`src/rtl/latch_write_ctrl.sv`:
```
// Write controller for a bank of transparent D latches: sequences D setup, E pulse and D hold
// for every accepted word, then reports completion with a pulse and a running count.
module latch_write_ctrl #(
    parameter int WIDTH     = 8,
    parameter int SETUP_CYC = 1,
    parameter int PULSE_CYC = 2,
    parameter int HOLD_CYC  = 1,
    parameter int CNT_W     = 16
) (
    input  logic             clk,
    input  logic             rst,
    input  logic             in_valid,
    input  logic [WIDTH-1:0] in_data,
    output logic             in_ready,
    output logic [WIDTH-1:0] lat_d,
    output logic             lat_e,
    output logic             busy,
    output logic             done,
    output logic [CNT_W-1:0] wr_count
);

    localparam int MAX_CYC = (SETUP_CYC > PULSE_CYC)
                           ? ((SETUP_CYC > HOLD_CYC) ? SETUP_CYC : HOLD_CYC)
                           : ((PULSE_CYC > HOLD_CYC) ? PULSE_CYC : HOLD_CYC);
    localparam int CB = (MAX_CYC > 1) ? $clog2(MAX_CYC) : 1;

    typedef enum logic [1:0] {
        IDLE  = 2'd0,
        SETUP = 2'd1,
        PULSE = 2'd2,
        HOLD  = 2'd3
    } state_t;

    state_t           state_reg, state_next;
    logic [CB-1:0]    cnt_reg, cnt_next;
    logic [WIDTH-1:0] lat_d_reg, lat_d_next;
    logic             lat_e_reg, lat_e_next;
    logic             busy_reg, busy_next;
    logic             done_reg, done_next;
    logic [CNT_W-1:0] wr_count_reg, wr_count_next;

    always_ff @(posedge clk or posedge rst) begin
        if (rst) begin
            state_reg    <= IDLE;
            cnt_reg      <= '0;
            lat_d_reg    <= '0;
            lat_e_reg    <= 1'b0;
            busy_reg     <= 1'b0;
            done_reg     <= 1'b0;
            wr_count_reg <= '0;
        end else begin
            state_reg    <= state_next;
            cnt_reg      <= cnt_next;
            lat_d_reg    <= lat_d_next;
            lat_e_reg    <= lat_e_next;
            busy_reg     <= busy_next;
            done_reg     <= done_next;
            wr_count_reg <= wr_count_next;
        end
    end

    always_comb begin
        state_next    = state_reg;
        cnt_next      = cnt_reg;
        lat_d_next    = lat_d_reg;
        done_next     = 1'b0;
        wr_count_next = wr_count_reg;

        unique case (state_reg)
            IDLE: begin
                // D is only ever loaded here, so it cannot move while E is open
                if (in_valid) begin
                    lat_d_next = in_data;
                    state_next = SETUP;
                    cnt_next   = CB'(SETUP_CYC - 1);
                end
            end
            SETUP: begin
                if (cnt_reg == '0) begin
                    state_next = PULSE;
                    cnt_next   = CB'(PULSE_CYC - 1);
                end else begin
                    cnt_next = cnt_reg - CB'(1);
                end
            end
            PULSE: begin
                if (cnt_reg == '0) begin
                    state_next = HOLD;
                    cnt_next   = CB'(HOLD_CYC - 1);
                end else begin
                    cnt_next = cnt_reg - CB'(1);
                end
            end
            HOLD: begin
                if (cnt_reg == '0) begin
                    state_next    = IDLE;
                    done_next     = 1'b1;
                    wr_count_next = wr_count_reg + CNT_W'(1);
                end else begin
                    cnt_next = cnt_reg - CB'(1);
                end
            end
            default: state_next = IDLE;
        endcase

        // E and busy are registered decodes of the next state so they align with the state edges
        lat_e_next = (state_next == PULSE);
        busy_next  = (state_next != IDLE);
    end

    assign in_ready = (state_reg == IDLE) && !rst;
    assign lat_d    = lat_d_reg;
    assign lat_e    = lat_e_reg;
    assign busy     = busy_reg;
    assign done     = done_reg;
    assign wr_count = wr_count_reg;

endmodule

```
`config.mk`:
```
export PLATFORM = sky130hd
export DESIGN_NAME = latch_write_ctrl
export DESIGN_NICKNAME = d
export VERILOG_FILES = /design/src/rtl/latch_write_ctrl.sv
export SDC_FILE = /design/constraint.sdc
export NUM_CORES = 1
export LEC_CHECK = 0
export ABC_AREA = 1
export CAP_MARGIN = 20
export CORE_MARGIN = 2
export CORE_UTILIZATION = 30
export CTS_BUF_LIST = sky130_fd_sc_hd__clkbuf_4 sky130_fd_sc_hd__clkbuf_8 sky130_fd_sc_hd__clkbuf_16
export DETAILED_ROUTE_END_ITERATION = 12
export SYNTH_ARGS = -nofsm -noshare
export SYNTH_HDL_FRONTEND = slang
export SYNTH_SLANG_ARGS = --single-unit
```
`constraint.sdc`:
```
create_clock -name clk -period 1.6 [get_ports clk]
set_input_delay 0.32 -clock clk [delete_from_list [all_inputs] [get_ports clk]]
set_output_delay 0.32 -clock clk [all_outputs]
set_load 0.01 [all_outputs]
```
==> impl_metrics.json <==
{
  "result_of_the_run": "finished, final reports clean",
  "grt_antenna_before_repair": 0,
  "critPathLaunchType": "flip-flop",
  "tritoncts": "built",
  "die_width_um": 72.07,
  "critical_path_peak_fanout": 4,
  "finalHoldWorstSlack_ns": 0.4485,
  "setup.worst_path.class": "reg -> out",
  "synth_seq_area_share": 0.5401,
  "grt_setup_unrepaired": "false",
  "max_cap_viol_count": 0,
  "synth_cell_types": 23,
  "drt_first_pass_iters": 4,
  "synth.ff_latch_count": 30,
  "cts_root_buf": "clkbuf_8",
  "worstMarginPinSlew_ns": 0.3857,
  "timing.final.crit_share": 0.9756,
  "first_global_vias": 1125,
  "dpl-instance-area_um2": 1862,
  "clk_latency_ns": 0.28,
  "hold_class": "in -> async",
  "power.leakage_nw": 1.001,
  "sequential_cell_area_um2": 752.0,
  "peak_clock_frequency_supported_by_timing_mhz": 640.6,
  "layout.core_utilization": 0.4623,
  "hold_buffers": 0,
  "cts_made_buffers": 5,
  "global_route.usage.total": 0.1235,
  "simple_gate_share_of_the_synthesized_area": 0.3375,
  "cts_buffer_depth": 2,
  "crit_end_category": "output port",
  "count_of_boundary_i_o_pins": 39,
  "post_synthesis_adder_cell_area_fraction": 0.009001,
  "global_route.peak_usage_layer": "met2",
  "synth_xor_xnor_area_share": 0.05041,
  "largest_register_ffs": 16,
  "placement.io_buffers": 38,
  "timing.critical_path.buf_inv": 1,
  "average_instance_area_after_synthesis_um2": 8.528,
  "nets": 231,
  "grt_max_degree": 31,
  "yosys_warnings": 0,
  "area_delta_synth_final_pct": 46.80,
  "ant_nets": 0,
  "timing.critical_path.required_ns": 1.28,
  "main_combinational_cell_family_by_area_after_synthesis": "simple AND/OR/NAND/NOR gates",
  "family_with_the_most_delay_on_the_worst_path": "buffers and inverters",
  "routing_usage_on_met1": 0.1563,
  "detailedRoute.firstIterationViolations": 43,
  "post-dp-hpwl_um": 2104,
  "height_of_the_die_um": 72.07,
  "syn-cell-area_um2": 1390,
  "antennaDiodeCount": 0,
  "critPathArrivalTime_ns": 1.24,
  "globalRouteMet3Util": 0.05556,
  "design.die.area_um2": 5194,
  "wire_per_inst_um": 10.56,
  "power.density_cell_area_nw_per_um2": 1507,
  "path_cells": "clkdlybuf4s50_1",
  "htreeDepth": 2,
  "detail_route.drc_violations": 0,
  "slowest_stage": "clkdlybuf4s50_1",
  "worst_setup_hold_path_clk_slew_ns": 0.06,
  "num_vias": 1223,
  "finalSetupViolCount": 0,
  "timing_max_transition_violations_final": 0,
  "fillCellCount": 448,
  "cpPeakStageDelay_ns": 0.56,
  "timing.clock.skew_ns": 0.006386,
  "std_cell_rows": 24,
  "gp_congestion": 0.6947,
  "numClockSinks": 30,
  "finalCriticalPeriod_ns": 1.561,
  "synth_cells": 163,
  "synth_area_in_compound_gates": 0.01440,
  "grt_use_met2": 0.1835,
  "via_per_inst": 4.496,
  "coreArea_um2": 4414,
  "hold_vio_cnt_final": 0,
  "relSlewSlack": 0.7429,
  "route.final.wire_length_um": 2873,
  "start_util": 0.3149,
  "ir_worst_vdd_uv": 816.4,
  "finish.instance_area_um2": 2041,
  "grt_first_pass_wirelength_um": 4905,
  "footprint_of_the_multi_input_gates_um2": 571.8,
  "drive_gt1_frac": 0.1500,
  "grt_overflow_total": 0,
  "synthesis.nets": 175,
  "synth_mux_area_frac": 0
}
-- synth_stat cells --
library cell  count  share of area
nor2_2            2         0.0090
nand4_1           3          0.014
inv_1            16          0.043
nor3_1            1         0.0036
or2_2             1         0.0045
nor2_4            3          0.024
a21oi_1           1         0.0036
o21ai_1           1         0.0036
nand2_2           2         0.0090
nor2_1           13          0.035
xnor2_1           6          0.038
nand3_2           1         0.0072
xor2_1            2          0.013
clkbuf_1          1         0.0027
ha_1              1         0.0090
nand3b_1          1         0.0054
nand3b_2          1         0.0081
dfrtp_1          30           0.54
nand2_4           1         0.0081
o21ai_0           2         0.0072
inv_2             1         0.0027
nand2_1          59           0.16
nand3_1          14          0.050
-- per-layer routing --
metal,up-vias,share of wire,wire (µm)
met5,-,0,0
met4,0,0.017,49
met3,5,0.083,239
met2,41,0.43,1232
met1,559,0.47,1350
li1,618,-,-
-- worst paths after layout --
check | start | end | slack, ns | depth (start not counted)
max reg2reg | wr_count[1]$_DFFE_PP0P_ | wr_count[12]$_DFFE_PP0P_ | 0.30 | 6
max in group asynchronous | rst | wr_count[5]$_DFFE_PP0P_ | 0.85 | 3
min reg2reg | lat_d[4]$_DFFE_PP0P_ | lat_d[4]$_DFFE_PP0P_ | 0.47 | 2
min in group clk | lat_d[4]$_DFFE_PP0P_ | lat_d[4]$_DFFE_PP0P_ | 0.47 | 2
max | wr_count[4]$_DFFE_PP0P_ | wr_count[4] | 0.04 | 1
min | rst | state_reg[0]$_DFF_PP0_ | 0.45 | 3
-- kinds of logic after synthesis --
kind of cell	count (synthesis)
AO/OA/AOI/OAI	4
XOR/XNOR	8
adder cells (fa/ha/maj)	1
buffers and inverters	18
flip-flops	30
AND/OR/NAND/NOR	102
-- timing repair --
item,4_1_cts,5_1_grt
resized for setup,1,3
setup buffers,0,8
endpoints found under the setup margin,1,8
-- worst reg2reg max path, stage by stage, from the launching register on --
cell and delay, ns:
dfrtp_1 0.39, ha_1 0.18, nand3_1 0.14, nor2_4 0.21, inv_1 0.05, o21ai_0 0.14, nand2_1 0.07
-- where the power goes --
part           internal, W  switching [W]  leakage, nW
sequential        0.000988       0.000133        0.386
combinational     0.000589       0.000589        0.556
clock             0.000499       0.000276       0.0593
total              0.00208       0.000998         1.00
-- cell usage in the layout (no fill, tap or decap), drive strengths merged --
master | Yosys | routed
o21ai | 3 | 3
clkdlybuf4s50 | 0 | 35
nand4 | 3 | 3
inv | 17 | 17
a21oi | 1 | 1
ha | 1 | 1
nand2 | 62 | 62
dlymetal6s2s | 0 | 2
or2 | 1 | 1
nor2 | 18 | 18
xor2 | 2 | 2
dlygate4sd2 | 0 | 1
nor3 | 1 | 1
dfrtp | 30 | 30
xnor2 | 6 | 6
bufinv | 0 | 1
clkbuf | 1 | 7
nand3 | 15 | 15
buf | 0 | 12
nand3b | 2 | 2
-- area by class of cell --
cell class,instances,area share
clock buffer,7,0.04108
clock inverter,1,0.01471
inverter,17,0.03127
multi-input combinational,115,0.2802
sequential,30,0.3685
tap,52,0.03188
timing repair buffer,50,0.2324
-- per-stage QoR --
stage / total power [W] / setup WS [ns] / std cells / setup TNS, ns
2_1_floorplan: 0.001725 / 0.3488 / 163 / 0
3_3_place_gp: 0.002293 / -0.09787 / 256 / -0.09787
3_5_place_dp: 0.002294 / -0.09267 / 256 / -0.09267
4_1_cts: 0.003090 / 0.006181 / 264 / 0
5_1_grt: 0.003297 / 0.003633 / 272 / 0
6_report: 0.003075 / 0.03899 / 272 / 0
Note: power is estimated with default switching activity, not from simulation.
